### src/rtl/interp_fp_pkg.sv
// Shared widths and operand/result records for the interpolator floating-point datapath.
package interp_fp_pkg;

  localparam int EXP_W = 8;
  localparam int SIG_W = 12;

  localparam logic [SIG_W-1:0] SIG_ONE = {1'b1, {(SIG_W-1){1'b0}}};

  typedef struct packed {
    logic             sign;
    logic [EXP_W-1:0] exp;
    logic [SIG_W-1:0] sig;
  } fp_operand_t;

  typedef struct packed {
    logic             sign;
    logic [EXP_W-1:0] exp;
    logic [SIG_W-1:0] sig;
    logic             zero;
    logic             ovf;
  } fp_sum_t;

endpackage

### src/rtl/fp_align_shifter.sv
// Truncating right shift of the smaller significand; shifts of SIG_W or more yield zero.
module fp_align_shifter
  import interp_fp_pkg::*;
(
  input  logic [SIG_W-1:0] sig,
  input  logic [EXP_W-1:0] diff,
  output logic [SIG_W-1:0] aligned
);

  // barrel shift with saturation to zero
  always_comb begin
    if (diff >= EXP_W'(SIG_W)) begin
      aligned = {SIG_W{1'b0}};
    end else begin
      aligned = sig >> diff;
    end
  end

endmodule

### src/rtl/fp_align_add.sv
// Three-stage compare/swap, align and add/subtract of two significands with a
// valid/ready handshake; raw result feeds the normalisation stage.
module fp_align_add
  import interp_fp_pkg::*;
(
  input  logic             clk,
  input  logic             rst_n,
  input  logic             in_valid,
  output logic             in_ready,
  input  logic             op_sub,
  input  logic             a_sign,
  input  logic [EXP_W-1:0] a_exp,
  input  logic [SIG_W-1:0] a_sig,
  input  logic             b_sign,
  input  logic [EXP_W-1:0] b_exp,
  input  logic [SIG_W-1:0] b_sig,
  output logic             out_valid,
  input  logic             out_ready,
  output logic             out_sign,
  output logic [EXP_W-1:0] out_exp,
  output logic [SIG_W-1:0] out_sig,
  output logic             out_zero,
  output logic             out_ovf
);

  logic             s1_valid_r, s2_valid_r, s3_valid_r;
  logic             ld1_s, ld2_s, ld3_s;

  fp_operand_t      a_op_s, b_op_s, l_op_s, s_op_s;
  logic             swap_s;

  fp_operand_t      s1_l_r;
  logic [SIG_W-1:0] s1_s_sig_r;
  logic [EXP_W-1:0] s1_diff_r;
  logic             s1_eff_sub_r;

  logic [SIG_W-1:0] aligned_s;
  fp_operand_t      s2_l_r;
  logic [SIG_W-1:0] s2_aligned_r;
  logic             s2_eff_sub_r;

  logic [SIG_W:0]   sum_s;
  fp_sum_t          res_s;
  fp_sum_t          s3_res_r;

  // a stage loads when empty or when the stage after it is loading
  assign ld3_s    = !s3_valid_r || out_ready;
  assign ld2_s    = !s2_valid_r || ld3_s;
  assign ld1_s    = !s1_valid_r || ld2_s;
  assign in_ready = ld1_s;

  // order operands by magnitude so the exponent difference is never negative
  always_comb begin
    a_op_s = '{sign: a_sign, exp: a_exp, sig: a_sig};
    b_op_s = '{sign: b_sign ^ op_sub, exp: b_exp, sig: b_sig};
    swap_s = {b_exp, b_sig} > {a_exp, a_sig};
    if (swap_s) begin
      l_op_s = b_op_s;
      s_op_s = a_op_s;
    end else begin
      l_op_s = a_op_s;
      s_op_s = b_op_s;
    end
  end

  // stage 1 register: larger operand, smaller significand, shift distance
  always_ff @(posedge clk or negedge rst_n) begin
    if (!rst_n) begin
      s1_valid_r   <= 1'b0;
      s1_l_r       <= '0;
      s1_s_sig_r   <= {SIG_W{1'b0}};
      s1_diff_r    <= {EXP_W{1'b0}};
      s1_eff_sub_r <= 1'b0;
    end else if (ld1_s) begin
      s1_valid_r   <= in_valid;
      s1_l_r       <= l_op_s;
      s1_s_sig_r   <= s_op_s.sig;
      s1_diff_r    <= l_op_s.exp - s_op_s.exp;
      s1_eff_sub_r <= l_op_s.sign ^ s_op_s.sign;
    end
  end

  fp_align_shifter u_shifter (
    .sig     (s1_s_sig_r),
    .diff    (s1_diff_r),
    .aligned (aligned_s)
  );

  // stage 2 register: aligned smaller significand
  always_ff @(posedge clk or negedge rst_n) begin
    if (!rst_n) begin
      s2_valid_r   <= 1'b0;
      s2_l_r       <= '0;
      s2_aligned_r <= {SIG_W{1'b0}};
      s2_eff_sub_r <= 1'b0;
    end else if (ld2_s) begin
      s2_valid_r   <= s1_valid_r;
      s2_l_r       <= s1_l_r;
      s2_aligned_r <= aligned_s;
      s2_eff_sub_r <= s1_eff_sub_r;
    end
  end

  // effective add/sub with carry renormalisation, saturation and zero detect
  always_comb begin
    res_s = '0;
    if (s2_eff_sub_r) begin
      sum_s = {1'b0, s2_l_r.sig} - {1'b0, s2_aligned_r};
      if (sum_s[SIG_W-1:0] == {SIG_W{1'b0}}) begin
        res_s.zero = 1'b1;
      end else begin
        res_s.sign = s2_l_r.sign;
        res_s.exp  = s2_l_r.exp;
        res_s.sig  = sum_s[SIG_W-1:0];
      end
    end else begin
      sum_s      = {1'b0, s2_l_r.sig} + {1'b0, s2_aligned_r};
      res_s.sign = s2_l_r.sign;
      if (!sum_s[SIG_W]) begin
        res_s.exp = s2_l_r.exp;
        res_s.sig = sum_s[SIG_W-1:0];
      end else if (s2_l_r.exp == {EXP_W{1'b1}}) begin
        res_s.exp = {EXP_W{1'b1}};
        res_s.sig = {SIG_W{1'b1}};
        res_s.ovf = 1'b1;
      end else begin
        res_s.exp = s2_l_r.exp + {{(EXP_W-1){1'b0}}, 1'b1};
        res_s.sig = sum_s[SIG_W:1];
      end
    end
  end

  // stage 3 register drives the outputs directly
  always_ff @(posedge clk or negedge rst_n) begin
    if (!rst_n) begin
      s3_valid_r <= 1'b0;
      s3_res_r   <= '0;
    end else if (ld3_s) begin
      s3_valid_r <= s2_valid_r;
      s3_res_r   <= res_s;
    end
  end

  assign out_valid = s3_valid_r;
  assign out_sign  = s3_res_r.sign;
  assign out_exp   = s3_res_r.exp;
  assign out_sig   = s3_res_r.sig;
  assign out_zero  = s3_res_r.zero;
  assign out_ovf   = s3_res_r.ovf;

endmodule

### config.mk
export PLATFORM = sky130hd
export DESIGN_NAME = fp_align_add
export DESIGN_NICKNAME = d
export VERILOG_FILES = /design/src/rtl/interp_fp_pkg.sv /design/src/rtl/fp_align_shifter.sv /design/src/rtl/fp_align_add.sv
export SDC_FILE = /design/constraint.sdc
export NUM_CORES = 1
export LEC_CHECK = 0
export ABC_CLOCK_PERIOD_IN_PS = 4600
export BUFFER_PORTS_ARGS = -buffer_cell sky130_fd_sc_hd__buf_4
export CORE_MARGIN = 3
export CORE_UTILIZATION = 30
export CTS_BUF_LIST = sky130_fd_sc_hd__clkbuf_4
export CTS_CLUSTER_SIZE = 40
export DETAILED_ROUTE_END_ITERATION = 8
export PLACE_DENSITY_LB_ADDON = 0.08
export SLEW_MARGIN = 10
export SYNTH_ARGS = -nofsm -noshare
export SYNTH_HDL_FRONTEND = slang
export SYNTH_SLANG_ARGS = --single-unit
export TNS_END_PERCENT = 10
### constraint.sdc
create_clock -name clk -period 4.6 [get_ports clk]
set_clock_uncertainty 0.15 [all_clocks]
set_input_delay 1.15 -clock clk [delete_from_list [all_inputs] [get_ports clk]]
set_output_delay 1.15 -clock clk [all_outputs]
set_load 0.005 [all_outputs]
==> qor.txt, run 1 <==
Hold_ws - 0.327 ns
P&R area growth vs syn - 14.0%
Share of cells above drive strength 1 - 13.2%
Pwr dens - 357 nW/µm²
Port-buffer cells - 71
Slew HR - 48.9%
IO Pins - 72
Register bit total from synthesis - 102
# setup viols final - 0
Final nets - 981
Max incr delay on CP - 0.72 ns
Hold WC Path Type - reg -> reg
DR WL/cell - 15.5 µm
Async SR Flop Fraction - 100%
Core area - 22200 µm²
Pleak - 3.58 nW
Syn avg cell area - 8.19 µm²
Arrival @ worst endpoint - 4.11 ns
Die Height - 157 µm
Via/cell ratio - 4.99
All-Layer GR Usage - 15.2%
Synth Flop Type - dfrtp_1
First-pass GRT wire length - 30700 µm
Worst setup EP type - flip-flop
Die Width - 157 µm
Vias post-DR - 5863
Post-synth EDFFs - 0
Top-count cell post-synth - nand2_1
Final ANT Viol Nets - 0
WL final - 18200 µm
Outcome - finished clean
Iteration-0 DRC Markers - 235
Initial antenna violation count - 1
DP Wirelength - 13900 µm
Post-CTS setup buffers - 0
Mux cell area share after synthesis - 3.41%
Clock root buffer - clkbuf_4
Cts bufs inserted - 9
TritonRoute pass-1 iters - 4
# hold bufs at CTS - 0
Starting Density - 30.9%
Final Worst Setup Slack - 0.723 ns
Worst-path clk slew - 0.18 ns
Cell Rows - 54
Synth unique cells - 68
Synth Area in Compound Gates - 21.4%
Simple logic cell fraction of the synthesized area - 20.0%
CTS-repair resized insts - 0
Grt ovf - 0
Clock sink count - 102
Top cells by count, synth - nand2_1 (148), dfrtp_1 (102), nor2_1 (79)
Routability Congestion - 0.838
Critical path class - in -> reg
Cell count after synthesis - 837
RSZ-0062 raised after global routing - no
Fin crit period - 3.88 ns
Worst path most repeated cell - buf_4
Top cells by area, synth - dfrtp_1 (37%), nand2_1 (8.1%), ha_1 (8.0%), a21oi_1 (5.1%), nor2_1 (4.3%)
Yosys warnings - 0
Largest net degree at the start of global routing - 103
CP Cell Sequence - buf_4 -> inv_1 -> ha_1 -> nand4_1 -> o41ai_4 -> o21ai_2 -> buf_4 -> a221oi_1 -> a21bo_2 -> o211ai_1 -> a211oi_1
Worst skew pair latency - 0.48 ns
Residual DRC - 0
Slew Limit Fails - 0
Fin Setup TNS - 0 ns
Startpoint types - input pin
Post-route clock period utilization - 84.3%
Worst path required time - 4.83 ns
Largest family of logic cells by synthesized area - compound AO/OA/AOI/OAI gates
Slowest cell on crit path - o41ai_4
Number of global-route vias before repair - 5771
Clock Path Buffers - 2
Xor-xnor portion of the synthesized cell area - 3.96%
Max Cap Viol - 0
Crit-path max FO - 13
Mapped Nets - 930
Peak Freq - 258 MHz
Die area - 24700 µm²
Worst-margin pin slew - 0.756 ns
Worst vdd ir - 124 µV
DP Worst Slack - 0.243 ns
CTS tree - yes
Synth Area in Adders - 8.61%
CTS H-tree depth - 3
Post-Syn Area - 6860 µm²
Leading area contributor after synthesis - dfrtp_1
Sequential fraction of the synthesis area - 37.2%
Top cell type's share of synthesized area - 37.2%
Final hold vios - 0
## state kept, by name, summed over array words and instances (netlist names)
register      flops
s1_l_r           21
s2_l_r           21
out_sig          12
s1_s_sig_r       12
s2_aligned_r     12
out_exp           8
s1_diff_r         8
out_ovf           1
out_sign          1
out_valid         1
out_zero          1
s1_eff_sub_r      1
s1_valid_r        1
s2_eff_sub_r      1
s2_valid_r        1
## final cells by class
class	count	area [µm²]
multi-input combinational	641	3940
fill	2389	14300
inverter	49	184
clock buffer	10	75.1
timing repair buffer	85	651
antenna	1	2.50
sequential	102	2550
tap	280	350
clock inverter	6	68.8
## worst max-delay path, delay by kind of cell
| family | cells | cell delay [ns] |
|---|---|---|
| simple gates | 1 | 0.29 |
| fa+ha+maj | 1 | 0.43 |
| buf+inv | 3 | 0.39 |
| compound gates | 6 | 1.85 |
## layer usage
layer  part of all wire [%]  vias to the layer above  global-route usage [%]
met5                      0                        -                       0
met3                    3.1                       20                    2.42
met2                     42                      109                    22.4
met1                     53                     2695                    23.1
li1                       -                     3039                       -
met4                    2.0                        0                    4.17
## final timing paths
| check | startpoint | end | slack (ns) | cells past startpoint |
|---|---|---|---|---|
| max in group asynchronous | rst_n | s1_l_r[15] | 3.29 | 2 |
| min in group asynchronous | rst_n | out_sig[1] | 0.50 | 2 |
| hold reg to reg | s1_l_r[9] | s2_l_r[9] | 0.33 | 2 |
| hold / removal | s1_l_r[9] | s2_l_r[9] | 0.33 | 2 |
| setup / recovery | a_exp[3] | s1_diff_r[7] | 0.72 | 11 |
| setup reg to reg | s2_l_r[0] | out_exp[3] | 0.91 | 13 |
## logic make-up after synthesis
logic type                 after synthesis
AOI/OAI and AO/OA                      229
xor gates and xnor gates                31
adders and majority gates               46
buffers and inverters                   94
DFF                                    102
muxes                                   22
and+or+nand+nor                        313
## metrics by stage
stage	area [µm²]	instances	power, mW	utilization, %
final	7820	1174	2.79	35.3
after CTS	7820	1173	2.84	35.3
after detailed placement	7670	1157	2.32	34.6
after global placement	7670	1157	2.32	34.6
after floorplan	6860	837	1.92	-
after global routing	7820	1174	3.03	35.3
## power by group
| part | switching, mW | internal [mW] |
|---|---|---|
| clock network | 0.329 | 0.176 |
| logic | 0.565 | 0.468 |
| registers | 0.178 | 1.07 |
| total | 1.07 | 1.72 |
## layout by cell type (no fill, tap or decap), types with 4 or more instances in the layout
cell type / Yosys / routed
a211oi_1: 6 / 6
a21o_1: 8 / 8
a21oi_1: 70 / 70
a221oi_1: 9 / 9
a22oi_1: 6 / 6
a31oi_1: 20 / 20
and2_1: 5 / 5
and3_1: 8 / 8
buf_4: 2 / 84
clkbuf_4: 0 / 10
dfrtp_1: 102 / 102
ha_1: 44 / 44
inv_1: 48 / 48
mux2_2: 7 / 7
mux2i_1: 14 / 14
nand2_1: 148 / 148
nand2b_1: 8 / 8
nand3_1: 20 / 20
nand4_1: 4 / 4
nor2_1: 79 / 79
nor2b_1: 8 / 8
nor3_1: 17 / 17
o21ai_0: 55 / 55
o21bai_1: 4 / 4
o22a_1: 6 / 6
xnor2_1: 23 / 23
xor2_1: 8 / 8
Note: power is estimated with default switching activity, not from simulation.
==> inputs of run 2 (changes only) <==
Settings changed: ABC_CLOCK_PERIOD_IN_PS 4600 to 3370.
Clock period 4.6 ns to 3.37 ns, I/O delays scaled along.
==> run 2 against run 1 <==
  * Register-to-register slack worse by 0.79 ns
  * Count of clock-buffer cells in the layout is 1 higher
  * Sequential cell count stayed put
  * Wire length is 2.6% higher
  * Worst setup slack worse by 0.60 ns
  * Critical path depth is 4 higher
  * Clock power is 51% higher
  * Total power is 48% higher
  * Combinational power is 61% higher
  * Core utilization is 4.6 points higher
  * Die area stayed put
  * Critical path type is now reg -> reg
  * Largest cell class unchanged
==> qor.txt, run 2 (same netlist as run 1, synthesis figures left out) <==
Iteration-0 DRC Markers - 256
Worst setup EP type - flip-flop
Final Total Pwr - 4.12 mW
Max incr delay on CP - 0.46 ns
Final ANT Viol Nets - 0
Clock sink count - 102
Crit path to - out_exp[1]
IO Pins - 72
CTS tree - yes
Worst reg2reg path depth - 15
Clock Path Buffers - 2
Final Worst Setup Slack - 0.119 ns
Worst skew pair latency - 0.48 ns
Pleak - 4.15 nW
Clock root buffer - clkbuf_4
DP Worst Slack - -0.411 ns
Cts bufs inserted - 9
Grt ovf - 0
Routability Congestion - 0.811
Pwr dens - 466 nW/µm²
Number of global-route vias before repair - 5962
Post-Place Cells - 1260
WL final - 18700 µm
Die Height - 157 µm
DP Wirelength - 14600 µm
All-Layer GR Usage - 15.6%
Port-buffer cells - 71
Peak Freq - 308 MHz
Final nets - 1089
RR Startpoint - s2_aligned_r[0]
Core area - 22200 µm²
Residual DRC - 0
TritonRoute pass-1 iters - 4
Worst path required time - 3.59 ns
# setup viols final - 0
Critical path class - reg -> reg
Slew Limit Fails - 0
Worst Setup SP - s2_aligned_r[0]
Cell Rows - 54
Hold_ws - 0.152 ns
Worst-path clk slew - 0.16 ns
Flop-to-flop setup slack - 0.12 ns
RSZ-0062 raised after global routing - yes
Worst-margin pin slew - 0.778 ns
Hold WC Path Type - in -> async
Crit-path max FO - 6
CTS H-tree depth - 3
Initial antenna violation count - 1
Max Cap Viol - 0
Worst vdd ir - 183 µV
Via/cell ratio - 4.79
First-pass GRT wire length - 31300 µm
Arrival @ worst endpoint - 3.47 ns
Starting Density - 30.9%
Slowest cell on crit path - o41a_1
P&R area growth vs syn - 28.8%
Highest-count cells in the layout ignoring fill and taps - buf_4 (191), nand2_1 (147), dfrtp_1 (102)
Commonest non-fill, non-tap cell in the layout - buf_4
DR WL/cell - 14.6 µm
R2r endpoint - out_exp[1]
CP Cell Sequence - ha_4 -> fa_2 -> nand2b_4 -> a21oi_4 -> o21a_1 -> o22a_1 -> buf_4 -> buf_4 -> a21o_1 -> a21oi_2 -> xnor2_2 -> o41a_1 -> buf_6 -> a21oi_2 -> a21oi_1
Largest net degree at the start of global routing - 69
Post-route clock period utilization - 96.5%
Vias post-DR - 6136
Regs by FF count - s1_l_r x21, s2_l_r x21
Outcome - finished clean
Final hold vios - 0
Startpoint types - flip-flop
Fin crit period - 3.25 ns
Die Width - 157 µm
Post-Layout Cell Count - 1282
Slew HR - 47.4%
Share of cells above drive strength 1 - 25.4%
Die area - 24700 µm²
==> run 2: cell count changes in the layout (fill, tap and decap cells not counted), moves of 2 or more <==
cell | before | now
buf_4 | 84 | 191
a21oi_2 | 0 | 4
a221oi_2 | 0 | 2
a21oi_1 | 70 | 65
ha_1 | 44 | 42
ha_4 | 0 | 2
nor3_2 | 0 | 3
inv_1 | 48 | 46
a221oi_1 | 9 | 7
clkinvlp_4 | 2 | 0
inv_2 | 0 | 2
nor3_1 | 17 | 14
==> run 2: area by class of cell <==
type | count | area [µm²]
fill | 2362 | 13300
multi-input combinational | 641 | 4120
sequential | 102 | 2550
timing repair buffer | 193 | 1470
tap | 280 | 350
inverter | 49 | 184
clock buffer | 11 | 82.6
clock inverter | 5 | 81.3
antenna | 1 | 2.50
==> run 2: worst min path at each step <==
stage / slack, ns / from / endpoint / depth (start not counted)
2_1_floorplan: 0.28 / s1_valid_r / s2_valid_r / 1
3_3_place_gp: 0.29 / s1_valid_r / s2_valid_r / 1
3_5_place_dp: 0.29 / s1_valid_r / s2_valid_r / 1
4_1_cts: 0.14 / rst_n / out_sig[1] / 1
5_1_grt: 0.15 / rst_n / s2_l_r[18] / 1
6_report: 0.15 / rst_n / out_sig[1] / 1
==> run 2: critical path, delay by kind of cell, from the launching register on <==
family / cells / cell delay (ns)
and+or+nand+nor: 1 / 0.16
xor gates and xnor gates: 1 / 0.15
adders and majority gates: 2 / 0.52
buffers and inverters: 3 / 0.37
DFF: 1 / 0.45
AOI/OAI and AO/OA: 8 / 1.35
==> run 2: what timing repair did <==
item                                    CTS  global route
hold endpoints to repair                  0             0
hold buffers                              0             0
pin swaps                                 8             9
buffers inserted                          3             2
endpoints found under the setup margin    8            28
resized for setup                        10            23
==> run 2: power breakdown <==
group | internal, mW | switching (mW) | leakage [nW]
Combinational | 0.828 | 0.831 | 2.80
Clock | 0.320 | 0.441 | 0.0891
Sequential | 1.46 | 0.235 | 1.25
Total | 2.61 | 1.51 | 4.15
==> run 2: layer usage <==
layer / global-route usage, % / share of wire (%)
met1: 23.3 / 53
met2: 23.7 / 43
met3: 2.09 / 2.6
met4: 3.97 / 1.3
met5: 0 / 0
==> run 2: per-stage QoR <==
step | instance area (µm²) | util, % | TNS, ns
floorplan | 6890 | - | -0.236
global placement | 8480 | 38.2 | -8.93
detailed placement | 8480 | 38.2 | -9.28
CTS | 8710 | 39.3 | 0
global route | 8830 | 39.9 | -0.243
finish | 8830 | 39.9 | 0
